===== config.mk =====
export PLATFORM = sky130hd
export DESIGN_NAME = mux4_rr_arbiter
export DESIGN_NICKNAME = d
export VERILOG_FILES = /design/src/rtl/mux_arb_pkg.sv /design/src/rtl/rr_pick4.sv /design/src/rtl/mux4_rr_arbiter.sv
export SDC_FILE = /design/constraint.sdc
export NUM_CORES = 1
export LEC_CHECK = 0
export BUFFER_PORTS_ARGS = -buffer_cell sky130_fd_sc_hd__buf_2
export CORE_UTILIZATION = 41
export DETAILED_ROUTE_END_ITERATION = 6
export GPL_TIMING_DRIVEN = 1
export SLEW_MARGIN = 0
export SYNTH_ARGS = -nofsm -noshare
export SYNTH_HDL_FRONTEND = slang
export SYNTH_SLANG_ARGS = --single-unit

===== constraint.sdc =====
create_clock -name clk -period 2.35 [get_ports clk]
set_input_delay 0.47 -clock clk [delete_from_list [all_inputs] [get_ports clk]]
set_output_delay 0.47 -clock clk [all_outputs]
set_load 0.005 [all_outputs]

===== src/rtl/mux_arb_pkg.sv =====
// mux_arb_pkg
// Shared definitions for the four-way round-robin arbiter:
//   - arbState_t : arbiter FSM states (IDLE, GRANT, GAP)
//   - NUM_REQ    : number of requesters sharing the mux
//   - SEL_A..D   : Multiplexer4Bit select codes
//   - ownerToSel : maps an owner index to its mux select code
package mux_arb_pkg;

   typedef enum logic [1:0] {
      IDLE  = 2'd0,
      GRANT = 2'd1,
      GAP   = 2'd2
   } arbState_t;

   localparam int NUM_REQ = 4;

   // The mux uses selectorBits[1] to pick within a pair and selectorBits[0]
   // to pick between pairs, so the select code is the owner index bit-swapped.
   localparam logic [1:0] SEL_A = 2'b00;
   localparam logic [1:0] SEL_B = 2'b10;
   localparam logic [1:0] SEL_C = 2'b01;
   localparam logic [1:0] SEL_D = 2'b11;

   function automatic logic [1:0] ownerToSel(input logic [1:0] ownerIdx);
      logic [1:0] code;
      case (ownerIdx)
         2'd0:    code = SEL_A;
         2'd1:    code = SEL_B;
         2'd2:    code = SEL_C;
         default: code = SEL_D;
      endcase
      return code;
   endfunction

endpackage


===== src/rtl/rr_pick4.sv =====
// rr_pick4
// Combinational rotate-priority encoder. Scans req starting at ptr and
// wrapping around, and reports the first requester found.
// Ports:
//   req    in  [3:0] request vector
//   ptr    in  [1:0] index with the highest priority
//   winner out [1:0] first set bit at or after ptr (ptr when none set)
//   any    out       at least one request is set
module rr_pick4
   import mux_arb_pkg::*;
(
   input  logic [3:0] req,
   input  logic [1:0] ptr,
   output logic [1:0] winner,
   output logic       any
);

   // Walk from the farthest position back towards ptr so that the nearest
   // set request is the last assignment and therefore wins.
   always_comb begin
      logic [1:0] idx;
      winner = ptr;
      any    = |req;
      idx    = ptr;
      for (int k = NUM_REQ - 1; k >= 0; k--) begin
         idx = ptr + 2'(k);
         if (req[idx]) begin
            winner = idx;
         end
      end
   end

endmodule


===== src/rtl/mux4_rr_arbiter.sv =====
// mux4_rr_arbiter
// Round-robin arbiter sharing one Multiplexer4Bit among four requesters.
// Ownership is bounded by a hold timeout while others are waiting, and
// every release is followed by one dead cycle before the select may move.
// Parameters:
//   HOLD_MAX  max consecutive grant cycles while others wait (1..255)
//   CNT_W     hold counter width, 2**CNT_W > HOLD_MAX
// Ports:
//   clk      in       rising-edge clock
//   rst      in       synchronous active-high reset
//   req      in  [3:0] level requests
//   grant    out [3:0] registered one-hot grant, zero when no owner
//   owner    out [1:0] current/last owner index
//   sel      out [1:0] mux select derived from owner
//   valid    out      a grant is active, mux output meaningful
//   preempt  out      one-cycle pulse on a timeout release
module mux4_rr_arbiter
   import mux_arb_pkg::*;
#(
   parameter int HOLD_MAX = 8,
   parameter int CNT_W    = 8
)
(
   input  logic       clk,
   input  logic       rst,
   input  logic [3:0] req,
   output logic [3:0] grant,
   output logic [1:0] owner,
   output logic [1:0] sel,
   output logic       valid,
   output logic       preempt
);

   if (HOLD_MAX < 1 || HOLD_MAX > 255) begin : gHoldRangeCheck
      $error("mux4_rr_arbiter: HOLD_MAX must be in 1..255");
   end
   if ((2 ** CNT_W) <= HOLD_MAX) begin : gCntWidthCheck
      $error("mux4_rr_arbiter: CNT_W too narrow for HOLD_MAX");
   end

   localparam logic [CNT_W-1:0] HOLD_LAST = CNT_W'(HOLD_MAX - 1);

   arbState_t        state, nextState;
   logic [1:0]       ptr, nextPtr;
   logic [CNT_W-1:0] holdCnt, nextHoldCnt;
   logic [3:0]       nextGrant;
   logic [1:0]       nextOwner, nextSel;
   logic             nextPreempt;
   logic [1:0]       pickWinner;
   logic             pickAny;
   logic             othersReq;

   rr_pick4 uPick (
      .req    (req),
      .ptr    (ptr),
      .winner (pickWinner),
      .any    (pickAny)
   );

   assign othersReq = |(req & ~(4'b0001 << owner));
   assign valid     = (state == GRANT);

   // State, pointer, counter and output registers. Reset clears everything
   // on the same edge, even in the middle of a grant.
   always_ff @(posedge clk) begin
      if (rst) begin
         state   <= IDLE;
         ptr     <= 2'd0;
         holdCnt <= '0;
         grant   <= 4'b0000;
         owner   <= 2'd0;
         sel     <= SEL_A;
         preempt <= 1'b0;
      end else begin
         state   <= nextState;
         ptr     <= nextPtr;
         holdCnt <= nextHoldCnt;
         grant   <= nextGrant;
         owner   <= nextOwner;
         sel     <= nextSel;
         preempt <= nextPreempt;
      end
   end

   // Next-state logic. owner and sel only move when a new grant is issued,
   // so the select never changes during the dead GAP cycle. A normal release
   // (owner dropped req) takes precedence over a coincident timeout.
   always_comb begin
      nextState   = state;
      nextPtr     = ptr;
      nextHoldCnt = holdCnt;
      nextGrant   = grant;
      nextOwner   = owner;
      nextSel     = sel;
      nextPreempt = 1'b0;

      case (state)
         IDLE, GAP: begin
            nextGrant = 4'b0000;
            if (pickAny) begin
               nextState   = GRANT;
               nextGrant   = 4'b0001 << pickWinner;
               nextOwner   = pickWinner;
               nextSel     = ownerToSel(pickWinner);
               nextHoldCnt = '0;
            end else begin
               nextState = IDLE;
            end
         end
         GRANT: begin
            if (!req[owner]) begin
               nextState = GAP;
               nextGrant = 4'b0000;
               nextPtr   = owner + 2'd1;
            end else if (holdCnt == HOLD_LAST && othersReq) begin
               nextState   = GAP;
               nextGrant   = 4'b0000;
               nextPtr     = owner + 2'd1;
               nextPreempt = 1'b1;
            end else if (holdCnt != HOLD_LAST) begin
               nextHoldCnt = holdCnt + 1'b1;
            end
         end
         default: begin
            nextState = IDLE;
            nextGrant = 4'b0000;
         end
      endcase
   end

endmodule


==> results.cfg <==
[yosys]
yosys-top-cells-area = dfxtp_1 (37%), nor2_1 (7.0%), ha_1 (5.8%)
yosysWarningCount = 0
async_flop_share_pct = 0
synth_cells = 125
synth_edf_count = 0
seq_area_frac_synth_pct = 37.3
synth_top_cell_area_share_pct = 37.3
ys.flop_type = dfxtp_1
yosysTopAreaCell = dfxtp_1
synthesis.nets = 136
synth_cell_types = 36
syn_area_per_cell_um2 = 8.60
ys_ff_latch = 20
synth_area_mm2 = 0.00107
synth_common_cells = dfxtp_1 (20), nor2_1 (20), a21oi_1 (8), nand2_1 (8)

[sta]
setup_slack_ps = 395
hold_viol = 0
layout_min_cycle_time_ps = 1960
slew_headroom_pct = 76.6
worstMarginPinSlew_ps = 350
grt_setup_unrepaired = false
fin_crit_sh_pct = 83.2
tns_ps = 0
setup_viol = 0
fin_skew_ps = 3.61
slew_violations = 0
fmax_mhz = 511

[global_routing]
grt_pass1_wl_mm = 3.71
grt-ovfl-total = 0
antenna_found_initial = 0
grt_max_degree = 17
grt_pass1_vias = 851
grtUsageTotal_pct = 18.2

[cts]
cts_buffers = 3
cts_setup_buffers = 0
clockBufferDepth = 2
clkSinkCount = 20
cts_tree = built
ctsHoldBuffers = 0
ctsHtreeMaxLevel = 1
clkLatencyLatePin_ps = 290
root_buffer = clkbuf_4
cts_resized = 0
path_clk_slew_ps = 100

[cells_and_area]
num-fill-cells = 262
seq_area_um2 = 400
utilization_pct = 48.2
antenna_cells = 0
final_layout_size_suffix_gt1_share_pct = 17.9
multi_input_area_um2 = 637
nNetsFinal = 153
synthToLayoutAreaGrowth_pct = 11.2
finalInstanceArea_mm2 = 0.00119

[drt]
dr.first_iter.drc_count = 19
drc = 0
wl_mm = 2.13
vias = 909
drt-pass1-iter-count = 4
via_per_inst = 5.35
ant_nets = 0
drt-wirelength-per-cell_um = 12.5

[power_and_ir_drop]
powerDensity_mw_per_mm2 = 535
ir_drop_uv = 347
power.leakage_nw = 0.487

[flow_run]
max_cap_viol_count = 0

[setup_path]
cp-startpoint = holdCnt[6]
path_cells = or4_4 > nor3_4 > nand2_1 > a21oi_2 > mux2_1
r2r-end = ptr[0]
r2r_start = holdCnt[6]
slowest_delay_ps = 550
cp.required_ps = 2540
critPathSlowestCell = or4_4
startpoint_type = register
rr_worst_depth = 5
worst-path-max-fanout = 6
crit_arrival_ps = 2140
crit_end = ptr[0]
end_kind = register
worstSetupPathType = register to register
rrSetupSlack_ps = 390

[floorplan]
initial_core_util_pct = 43.4
die_y_um = 53.2
dieArea_mm2 = 0.00283
row_count = 18
coreArea_mm2 = 0.00248
io_pins = 16
die_x_um = 53.2

[placed_design]
dp_hpwl_mm = 1.61
pre_cts_slack_ps = 366
gp_congestion = 0.754
io_buffers = 15
placed_cell_area_mm2 = 0.00117

[hold_path]
hp-class = register to register

[status]
status = completed
==> layout make-up <==
| class | instances | share of cell area [%] |
|---|---|---|
| Multi-Input combinational cell | 96 | 53.3 |
| Sequential cell | 20 | 33.5 |
| Timing Repair Buffer | 15 | 6.28 |
| Tap cell | 30 | 3.14 |
| Clock buffer | 3 | 1.88 |
| Inverter | 6 | 1.88 |
==> logic make-up after synthesis <==
kind of cell    after synthesis  synth area share (%)
xor+xnor                      5                  4.08
simple gates                 57                  27.8
fa+ha+maj                     5                  5.82
compound gates               25                  16.4
buf+inv                       9                  3.49
flops                        20                  37.3
mux                           4                  5.12
==> layout by cell type, fill, tap and decap left out, drive strengths merged, types with 2 or more instances in the layout <==
cell,count
nor2,20
and3,3
nand2b,7
a22oi,2
xor2,3
mux2,2
inv,6
xnor2,2
nor2b,7
dfxtp,20
nor3b,3
nand2,8
nor3,3
o21ai,3
a21oi,10
nand3,3
clkbuf,3
or3,2
ha,5
buf,15
==> sequential cells by signal, summed over array words and instances, names as in the netlist <==
| register | count |
|---|---|
| ptr | 2 |
| sel | 2 |
| owner | 1 |
| holdCnt | 8 |
| grant | 4 |
| state | 2 |
| preempt | 1 |
==> layer usage <==
layer | vias to the layer above | part of all wire, % | GRT usage, % | wire, µm
li1 | 468 | - | - | -
met1 | 426 | 49 | 22.2 | 1050
met2 | 13 | 47 | 31.0 | 1010
met3 | 2 | 2.7 | 4.31 | 57
met4 | 0 | 0.47 | 5.26 | 10
met5 | - | 0 | 0 | 0
==> worst min path at each step <==
stage	start	end	slack, ps	cells after the start
2_1_floorplan	sel[0]	sel[0]	450	2
3_3_place_gp	sel[0]	sel[0]	440	2
3_5_place_dp	sel[0]	sel[0]	460	2
4_1_cts	sel[0]	sel[0]	470	2
5_1_grt	sel[0]	sel[0]	510	2
6_report	sel[0]	sel[0]	470	2
==> where the power goes <==
group	internal, mW	leakage, nW	switching [mW]
logic	0.0516	0.311	0.0637
clock network	0.0596	0.0138	0.0944
registers	0.354	0.163	0.0160
total	0.465	0.487	0.174
==> metrics by stage <==
stage | power [mW] | hold slack [ps] | std cells
detailed placement | 0.493 | 459 | 167
floorplan | 0.454 | 453 | 125
finish | 0.639 | 466 | 170
global placement | 0.491 | 443 | 167
global route | 0.678 | 510 | 170
CTS | 0.651 | 474 | 170
==> critical path, delay by kind of cell, from the launching register on <==
family           cells  cell delay, ps
flip-flops           1             350
AO/OA/AOI/OAI        1             230
AND/OR/NAND/NOR      3             940
multiplexers         1             340
(Power assumes the default switching activity.)
